### config.mk
export PLATFORM = sky130hd
export DESIGN_NAME = mmio_req_arbiter
export DESIGN_NICKNAME = d
export VERILOG_FILES = /design/src/rtl/mmio_req_arbiter.sv
export SDC_FILE = /design/constraint.sdc
export NUM_CORES = 1
export LEC_CHECK = 0
export CAP_MARGIN = 10
export CORE_AREA = 2 2 241 243
export CTS_CLUSTER_DIAMETER = 50
export DETAILED_ROUTE_END_ITERATION = 10
export DIE_AREA = 0 0 243 245
export HOLD_SLACK_MARGIN = 0.02
export SLEW_MARGIN = 25
export SYNTH_ARGS = -nofsm -noshare
export SYNTH_HDL_FRONTEND = slang
export SYNTH_SLANG_ARGS = --single-unit
### constraint.sdc
create_clock -name clk -period 18.15 [get_ports clk]
set_input_delay 1.815 -clock clk [delete_from_list [all_inputs] [get_ports clk]]
set_output_delay 1.815 -clock clk [all_outputs]
set_load 0.02 [all_outputs]
### src/rtl/mmio_req_arbiter.sv
`default_nettype none
// ============================================================================
// mmio_req_arbiter : two-master round-robin arbiter onto one MMIO strobe port,
//                    one request in flight, watchdog-terminated on slave stall.
// Revision 1.0
// ============================================================================
module mmio_req_arbiter #(
    parameter int ADDR_WIDTH     = 64,
    parameter int DATA_WIDTH     = 64,
    parameter int TIMEOUT_CYCLES = 255
) (
    input  logic                    clk,
    input  logic                    rst,
    input  logic                    m0_req_valid,
    output logic                    m0_req_ready,
    input  logic                    m0_req_we,
    input  logic [ADDR_WIDTH-1:0]   m0_req_addr,
    input  logic [DATA_WIDTH-1:0]   m0_req_wdata,
    input  logic [DATA_WIDTH/8-1:0] m0_req_wmask,
    output logic                    m0_resp_valid,
    output logic [DATA_WIDTH-1:0]   m0_resp_rdata,
    output logic                    m0_resp_err,
    input  logic                    m1_req_valid,
    output logic                    m1_req_ready,
    input  logic                    m1_req_we,
    input  logic [ADDR_WIDTH-1:0]   m1_req_addr,
    input  logic [DATA_WIDTH-1:0]   m1_req_wdata,
    input  logic [DATA_WIDTH/8-1:0] m1_req_wmask,
    output logic                    m1_resp_valid,
    output logic [DATA_WIDTH-1:0]   m1_resp_rdata,
    output logic                    m1_resp_err,
    output logic                    mem_ren,
    output logic                    mem_wen,
    output logic [ADDR_WIDTH-1:0]   mem_addr,
    output logic [DATA_WIDTH-1:0]   mem_wdata,
    output logic [DATA_WIDTH/8-1:0] mem_wmask,
    input  logic [DATA_WIDTH-1:0]   mem_rdata,
    input  logic                    mem_valid,
    output logic                    busy
);

    localparam int MASK_W   = DATA_WIDTH / 8;
    localparam int CNT_W    = (TIMEOUT_CYCLES < 1) ? 1 : $clog2(TIMEOUT_CYCLES + 1);
    localparam int TERM_INT = (TIMEOUT_CYCLES == 0) ? 0 : TIMEOUT_CYCLES - 1;
    localparam logic [CNT_W-1:0] CNT_TERM = CNT_W'(TERM_INT);
    localparam bit   WDOG_EN  = (TIMEOUT_CYCLES != 0);

    typedef enum logic [1:0] {
        S_IDLE = 2'd0,
        S_BUSY = 2'd1,
        S_RESP = 2'd2
    } state_t;

    state_t                  state_q, state_d;
    logic                    prio_q, prio_d;
    logic                    owner_q, owner_d;
    logic                    we_q, we_d;
    logic [ADDR_WIDTH-1:0]   addr_q, addr_d;
    logic [DATA_WIDTH-1:0]   wdata_q, wdata_d;
    logic [MASK_W-1:0]       wmask_q, wmask_d;
    logic [CNT_W-1:0]        cnt_q, cnt_d;
    logic [DATA_WIDTH-1:0]   rdata_q, rdata_d;
    logic                    err_q, err_d;

    logic w_any;
    logic w_win;
    logic w_idle;
    logic w_in_busy;
    logic w_in_resp;

    assign w_any     = m0_req_valid | m1_req_valid;
    // Contention resolved by prio; otherwise the lone valid requester wins.
    assign w_win     = (m0_req_valid & m1_req_valid) ? prio_q : m1_req_valid;
    assign w_idle    = (state_q == S_IDLE);
    assign w_in_busy = (state_q == S_BUSY);
    assign w_in_resp = (state_q == S_RESP);

    always_ff @(posedge clk or posedge rst) begin
        if (rst) begin
            state_q <= S_IDLE;
            prio_q  <= 1'b0;
            owner_q <= 1'b0;
            we_q    <= 1'b0;
            addr_q  <= '0;
            wdata_q <= '0;
            wmask_q <= '0;
            cnt_q   <= '0;
            rdata_q <= '0;
            err_q   <= 1'b0;
        end else begin
            state_q <= state_d;
            prio_q  <= prio_d;
            owner_q <= owner_d;
            we_q    <= we_d;
            addr_q  <= addr_d;
            wdata_q <= wdata_d;
            wmask_q <= wmask_d;
            cnt_q   <= cnt_d;
            rdata_q <= rdata_d;
            err_q   <= err_d;
        end
    end

    always_comb begin
        state_d = state_q;
        prio_d  = prio_q;
        owner_d = owner_q;
        we_d    = we_q;
        addr_d  = addr_q;
        wdata_d = wdata_q;
        wmask_d = wmask_q;
        cnt_d   = cnt_q;
        rdata_d = rdata_q;
        err_d   = err_q;
        case (state_q)
            S_IDLE: begin
                if (w_any) begin
                    owner_d = w_win;
                    we_d    = w_win ? m1_req_we    : m0_req_we;
                    addr_d  = w_win ? m1_req_addr  : m0_req_addr;
                    wdata_d = w_win ? m1_req_wdata : m0_req_wdata;
                    wmask_d = w_win ? m1_req_wmask : m0_req_wmask;
                    prio_d  = ~w_win;
                    cnt_d   = '0;
                    state_d = S_BUSY;
                end
            end
            S_BUSY: begin
                // A completion in the terminal cycle beats the watchdog.
                if (mem_valid) begin
                    rdata_d = we_q ? '0 : mem_rdata;
                    err_d   = 1'b0;
                    state_d = S_RESP;
                end else if (WDOG_EN && (cnt_q == CNT_TERM)) begin
                    rdata_d = '0;
                    err_d   = 1'b1;
                    state_d = S_RESP;
                end else if (WDOG_EN) begin
                    cnt_d = cnt_q + 1'b1;
                end
            end
            S_RESP: begin
                state_d = S_IDLE;
            end
            default: begin
                state_d = S_IDLE;
            end
        endcase
    end

    assign m0_req_ready  = w_idle & w_any & ~w_win & ~rst;
    assign m1_req_ready  = w_idle & w_any &  w_win & ~rst;

    assign mem_ren   = w_in_busy & ~we_q;
    assign mem_wen   = w_in_busy &  we_q;
    assign mem_addr  = w_in_busy ? addr_q  : '0;
    assign mem_wdata = w_in_busy ? wdata_q : '0;
    assign mem_wmask = w_in_busy ? wmask_q : '0;

    assign m0_resp_valid = w_in_resp & ~owner_q;
    assign m0_resp_rdata = (w_in_resp & ~owner_q) ? rdata_q : '0;
    assign m0_resp_err   = w_in_resp & ~owner_q & err_q;
    assign m1_resp_valid = w_in_resp &  owner_q;
    assign m1_resp_rdata = (w_in_resp & owner_q) ? rdata_q : '0;
    assign m1_resp_err   = w_in_resp &  owner_q & err_q;

    assign busy = w_in_busy | w_in_resp;

endmodule
`default_nettype wire

# == Yosys cells after proc, flatten, opt, wreduce, memory -nomap -nowiden ==
# Index checks and enable logic that the tools add are counted.
# classes
n_reduce_logical,7
mux,23
bitwise_logic,18
addsub,1
n_eq_ne,7
# op_table
cell,count
64-bit two-way mux,9
8-bit two-way mux,5
8-bit one-hot mux with 2 select lines,1
1-bit bitwise AND,12
8-bit by 1-bit adder with 8-bit output (second input constant),1
8-bit equality test (second input constant),1
2-bit two-way mux,3
2-bit inequality test (second input constant),3
2-bit AND reduction,3
1-bit two-way mux,4
1-bit inverter,4
2-bit one-hot mux with 2 select lines,1
4-bit AND reduction,1
2-bit nonzero test,2
3-bit by 2-bit inequality test with 1-bit output (second input constant),1
2-bit by 1-bit equality test with 1-bit output (second input constant),1
2-bit equality test (second input constant),1
2-bit logical NOT,1
1-bit OR,2
# totals
output_inout_bits,273
elab_cells,66
ff_bits,214

# == Longest topological paths before layout ==
# depth
ltp_word,5
depth_mapped,9
mapped_depth_nobuf,6

# == Worst setup path after synthesis ==
# No wires, ideal clock.
# synth_path
path_type,in2out
startpoint,in m1_req_valid
endpoint,out m0_req_ready
stages,5
path_slack_ps,13499
required_time_ps,16335
t_arrival_ps,2836
path_buffers,3
path_cell_list,o21ai_1 > buf_2 > buf_2 > buf_2 > nor3_1
# synth_between
elab_chain_cells,5
# synth_rtl
item,line_no,rtl
"start, declared",23,"input logic m1_req_valid,"
1-bit bitwise AND,73,assign w_win = (m0_req_valid & m1_req_valid) ? prio_q : m1_req_valid;
1-bit two-way mux,73,
1-bit inverter,151,assign m0_req_ready = w_idle & w_any & ~w_win & ~rst;
1-bit bitwise AND (*) (2 in a row),151,
"end, declared",15,"output logic m0_req_ready,"
# Every way passes the cells marked *; elsewhere a longest branch is shown, timed or not.

# == Worst setup path in the final report ==
# layout_path
startpoint,in m1_req_valid
endpoint,out m1_req_ready
# layout_between
elab_chain_cells,4
# layout_rtl
item,line_no,rtl
1-bit OR / 1-bit bitwise AND (equally long branches),"71, 73",
1-bit bitwise AND / 1-bit two-way mux (equally long branches),"152, 73",
1-bit bitwise AND (*) (2 in a row),152,assign m1_req_ready = w_idle & w_any & w_win & ~rst;
"end, declared",24,"output logic m1_req_ready,"
# Marks and branches as above.

==> reports/metrics.csv <==
stage;metric;value;unit
global_routing;largest net degree at the start of global routing;122;
yosys;Area contributors post-synth;dfrtp_1 49%, a22o_1 18%, and2_1 12%, mux2i_1 5.3%, and3_1 3.7%;
worst_setup_path;CP delay by family, top;buffers and inverters;
worst_setup_path;CP Max Fanout;13;
detailed_routing;Iteration-0 DRC Markers;456;
yosys;top-count cell post-synth;a22o_1;
yosys;Cells after Synth;1059;
placement;PortBufs;615;
clock_network;cts hold-fix bufs;0;
worst_setup_path;Worst path slowest cell;clkdlybuf4s50_1;
sta;setup TNS;0;ns
yosys;Post-synth EDFFs;0;
floorplanning;die height;245;um
worst_setup_path;Req. time, crit path;16.33;ns
clock_network;setup bufs post-CTS;0;
global_routing;total track usage;13.0;%
global_routing;vias in the first global route;10200;
power_and_ir_drop;cell internal pwr;0.00168;W
sta;Layout Skew;0.0143;ns
clock_network;clock latency on the worst-skew pair;0.56;ns
floorplanning;Core ar.;57000;um2
global_routing;initial antenna violation count;0;
yosys;area leader, netlist;dfrtp_1;
floorplanning;Die Width;243;um
yosys;sequential area share after synthesis;48.6;%
power_and_ir_drop;Comb power frac;46.1;%
yosys;Distinct cells, synth;37;
yosys;Ys Warns;0;
power_and_ir_drop;sequential fraction of design power;31.1;%
worst_setup_path;CP max stage delay;0.73;ns
clock_network;post-CTS sizing;0;
flow_run;total of max-cap violations;0;
floorplanning;Die Area;59500;um2
power_and_ir_drop;Pleak;8.18;nW
sta;Max Freq;177;MHz
global_routing;first-pass GRT wire length;61600;um
worst_setup_path;CP Launch Type;primary input;
layout;Fillers;5898;
sta;RSZ-0062 raised after global routing;false;
power_and_ir_drop;worst vdd ir;0.0722;mV
detailed_routing;First-pass DRT Iterations;4;
detailed_routing;routed len/inst;17.3;um
hold_path;hold path depth;2;
clock_network;CTS tree;built;
layout;NumNets Final;1962;
yosys;Syn Nets;1409;
floorplanning;initial core utilization;19.3;%
sta;fin crit share;31.1;%
power_and_ir_drop;P_sw;0.00102;W
clock_network;clk buf depth;3;
clock_network;H-tree depth;1;
yosys;FFs w/ async S/R, synth;100;%
clock_network;CTS Root Cell;clkbuf_16;
sta;fin crit period;5.64;ns
floorplanning;num rows;88;
sta;final setup vio count;0;
worst_setup_path;cell count along the critical path;4;
floorplanning;I/O pin total;616;
worst_setup_path;Buf+Inv Stages, Crit Path;2;
layout;share of layout cells above drive strength 1;4.95;%
yosys;mapped cell area;11000;um2
layout;Non-Filler Instances;2402;
layout;synthesis-to-finish area growth;72.1;%
detailed_routing;vias per cell;4.29;
sta;Max Slew Vio Count;0;
sta;final hold vios;0;
yosys;Post-synth top cells;222 x a22o_1, 214 x dfrtp_1, 205 x and2_1, 66 x and3_1, 66 x nand2_1;
worst_setup_path;Arr. time, crit path;3.82;ns
clock_network;CTS Sinks;214;
placement;placer congestion estimate;0.878;
outcome;status;finished clean;
sta;Rel. slew slack;32.3;%
clock_network;Reg clk slew, reported paths;0.05;ns
yosys;mean area per synthesized cell;10.4;um2
yosys;synthesized flop and latch total;214;
worst_setup_path;r2r worst-path depth;7;
yosys;Primary FF master, synth;dfrtp_1;
worst_setup_path;Critical Setup Path Class;in2out;
placement;DP HPWL;31100;um
sta;Tightest Pin Transition;1.02;ns
detailed_routing;final WL;41500;um
worst_setup_path;crit-path cells;clkdlybuf4s50_1, o21ai_4, nor3_1, clkdlybuf4s50_1;
global_routing;Remaining Overflow, GRT;0;
detailed_routing;Vias;10300;
yosys;post-synth top area share;48.6;%
power_and_ir_drop;Pwr Density;142;nW/um2
power_and_ir_drop;share of power burned in the clock network;22.8;%
hold_path;worst hold path class;reg2reg;
worst_setup_path;Worst path most repeated cell;clkdlybuf4s50_1;
clock_network;TritonCTS Buffers;30;
detailed_routing;Post-DRT Antenna Nets;0;
placement;DP Cell Count;2344;
detailed_routing;# DRC;0;
power_and_ir_drop;switching share of power;37.9;%
worst_setup_path;element type at the critical path end;primary output;
logic make-up after synthesis:
group / synth area share [%]
AO/OA/AOI/OAI: 21.8
adder cells (fa/ha/maj): 0.795
multiplexers: 5.57
AND/OR/NAND/NOR: 19.0
flip-flops: 48.6
buffers and inverters: 4.27
stage by stage:
step | hold WS [ns] | utilization [%] | setup WS, ns | cell area (um2) | total power [W]
floorplan | 0.448 | - | 10.48 | 11000 | 0.00155
global placement | 0.461 | 31.3 | 12.57 | 17900 | 0.00208
detailed placement | 0.467 | 31.3 | 12.54 | 17900 | 0.00211
CTS | 0.480 | 33.2 | 12.37 | 18900 | 0.00275
global route | 0.501 | 33.2 | 12.43 | 19000 | 0.00287
finish | 0.473 | 33.2 | 12.51 | 19000 | 0.00270
state kept, by name, summed over array words and instances, names as in the netlist:
register / cells
owner_q: 1
wmask_q: 8
wdata_q: 64
cnt_q: 8
addr_q: 64
rdata_q: 64
we_q: 1
err_q: 1
prio_q: 1
state_q: 2
power groups by stage:
stage          Clock (W)  Sequential [W]  Combinational [W]
6_report        0.000615        0.000840            0.00125
5_1_grt         0.000653        0.000869            0.00135
4_1_cts         0.000640        0.000839            0.00127
3_5_place_dp           0        0.000841            0.00126
3_3_place_gp           0        0.000836            0.00124
2_1_floorplan          0        0.000773           0.000772
routing by layer:
| metal | GRT usage [%] | part of all wire (%) | wire length, um | vias to the layer above |
|---|---|---|---|---|
| met5 | 0 | 0 | 0 | - |
| met1 | 15.8 | 41 | 17200 | 4917 |
| met2 | 23.0 | 49 | 20500 | 403 |
| met3 | 2.65 | 6.3 | 2630 | 66 |
| met4 | 4.40 | 3.0 | 1250 | 0 |
| li1 | - | - | - | 4911 |
worst min-delay path: stages, from the launching register on:
cell and delay [ns]:
dfrtp_1 0.33, nand2_1 0.04, o21ai_1 0.06
path summary, 6_finish.rpt:
kind | start | to | slack [ns]
setup / recovery | m1_req_valid | m1_req_ready | 12.51
setup reg to reg | state_q[1] | rdata_q[62] | 14.86
hold / removal | addr_q[31] | addr_q[31] | 0.47
min in group asynchronous | rst | addr_q[57] | 1.82
hold reg to reg | addr_q[31] | addr_q[31] | 0.47
max in group asynchronous | rst | owner_q | 14.95
placed cells by master, fill, tap and decap left out, types with 2 or more instances in the layout:
| master | count |
|---|---|
| nor3_1 | 2 |
| nor2b_4 | 2 |
| nor2_1 | 4 |
| clkbuf_1 | 3 |
| inv_6 | 2 |
| buf_4 | 10 |
| clkbuf_16 | 31 |
| nand3_1 | 3 |
| o21ai_0 | 2 |
| clkinv_2 | 3 |
| a31oi_1 | 4 |
| clkinvlp_4 | 5 |
| clkbuf_8 | 9 |
| and4_1 | 2 |
| dfrtp_1 | 213 |
| a21oi_1 | 5 |
| o21ai_4 | 2 |
| mux2i_1 | 58 |
| a22o_1 | 222 |
| o21ai_1 | 61 |
| clkdlybuf4s50_1 | 615 |
| and3_1 | 66 |
| ha_1 | 4 |
| and2_1 | 205 |
| bufinv_16 | 3 |
| ha_4 | 2 |
| nor2b_1 | 3 |
| mux2_1 | 3 |
| a21oi_4 | 2 |
| nand2_1 | 66 |
| nand2b_1 | 2 |
| inv_1 | 3 |
final cells by class:
class | instances | area (um2) | share of cell area (%)
Timing Repair Buffer | 627 | 6270 | 33.1
Sequential cell | 214 | 5360 | 28.2
Multi-Input combinational cell | 734 | 5280 | 27.8
Tap cell | 765 | 957 | 5.05
Clock buffer | 43 | 911 | 4.80
Clock inverter | 13 | 160 | 0.845
Inverter | 5 | 26.3 | 0.139
Antenna cell | 1 | 2.50 | 0.0132
No activity file was read; power rests on OpenSTA's default activity.
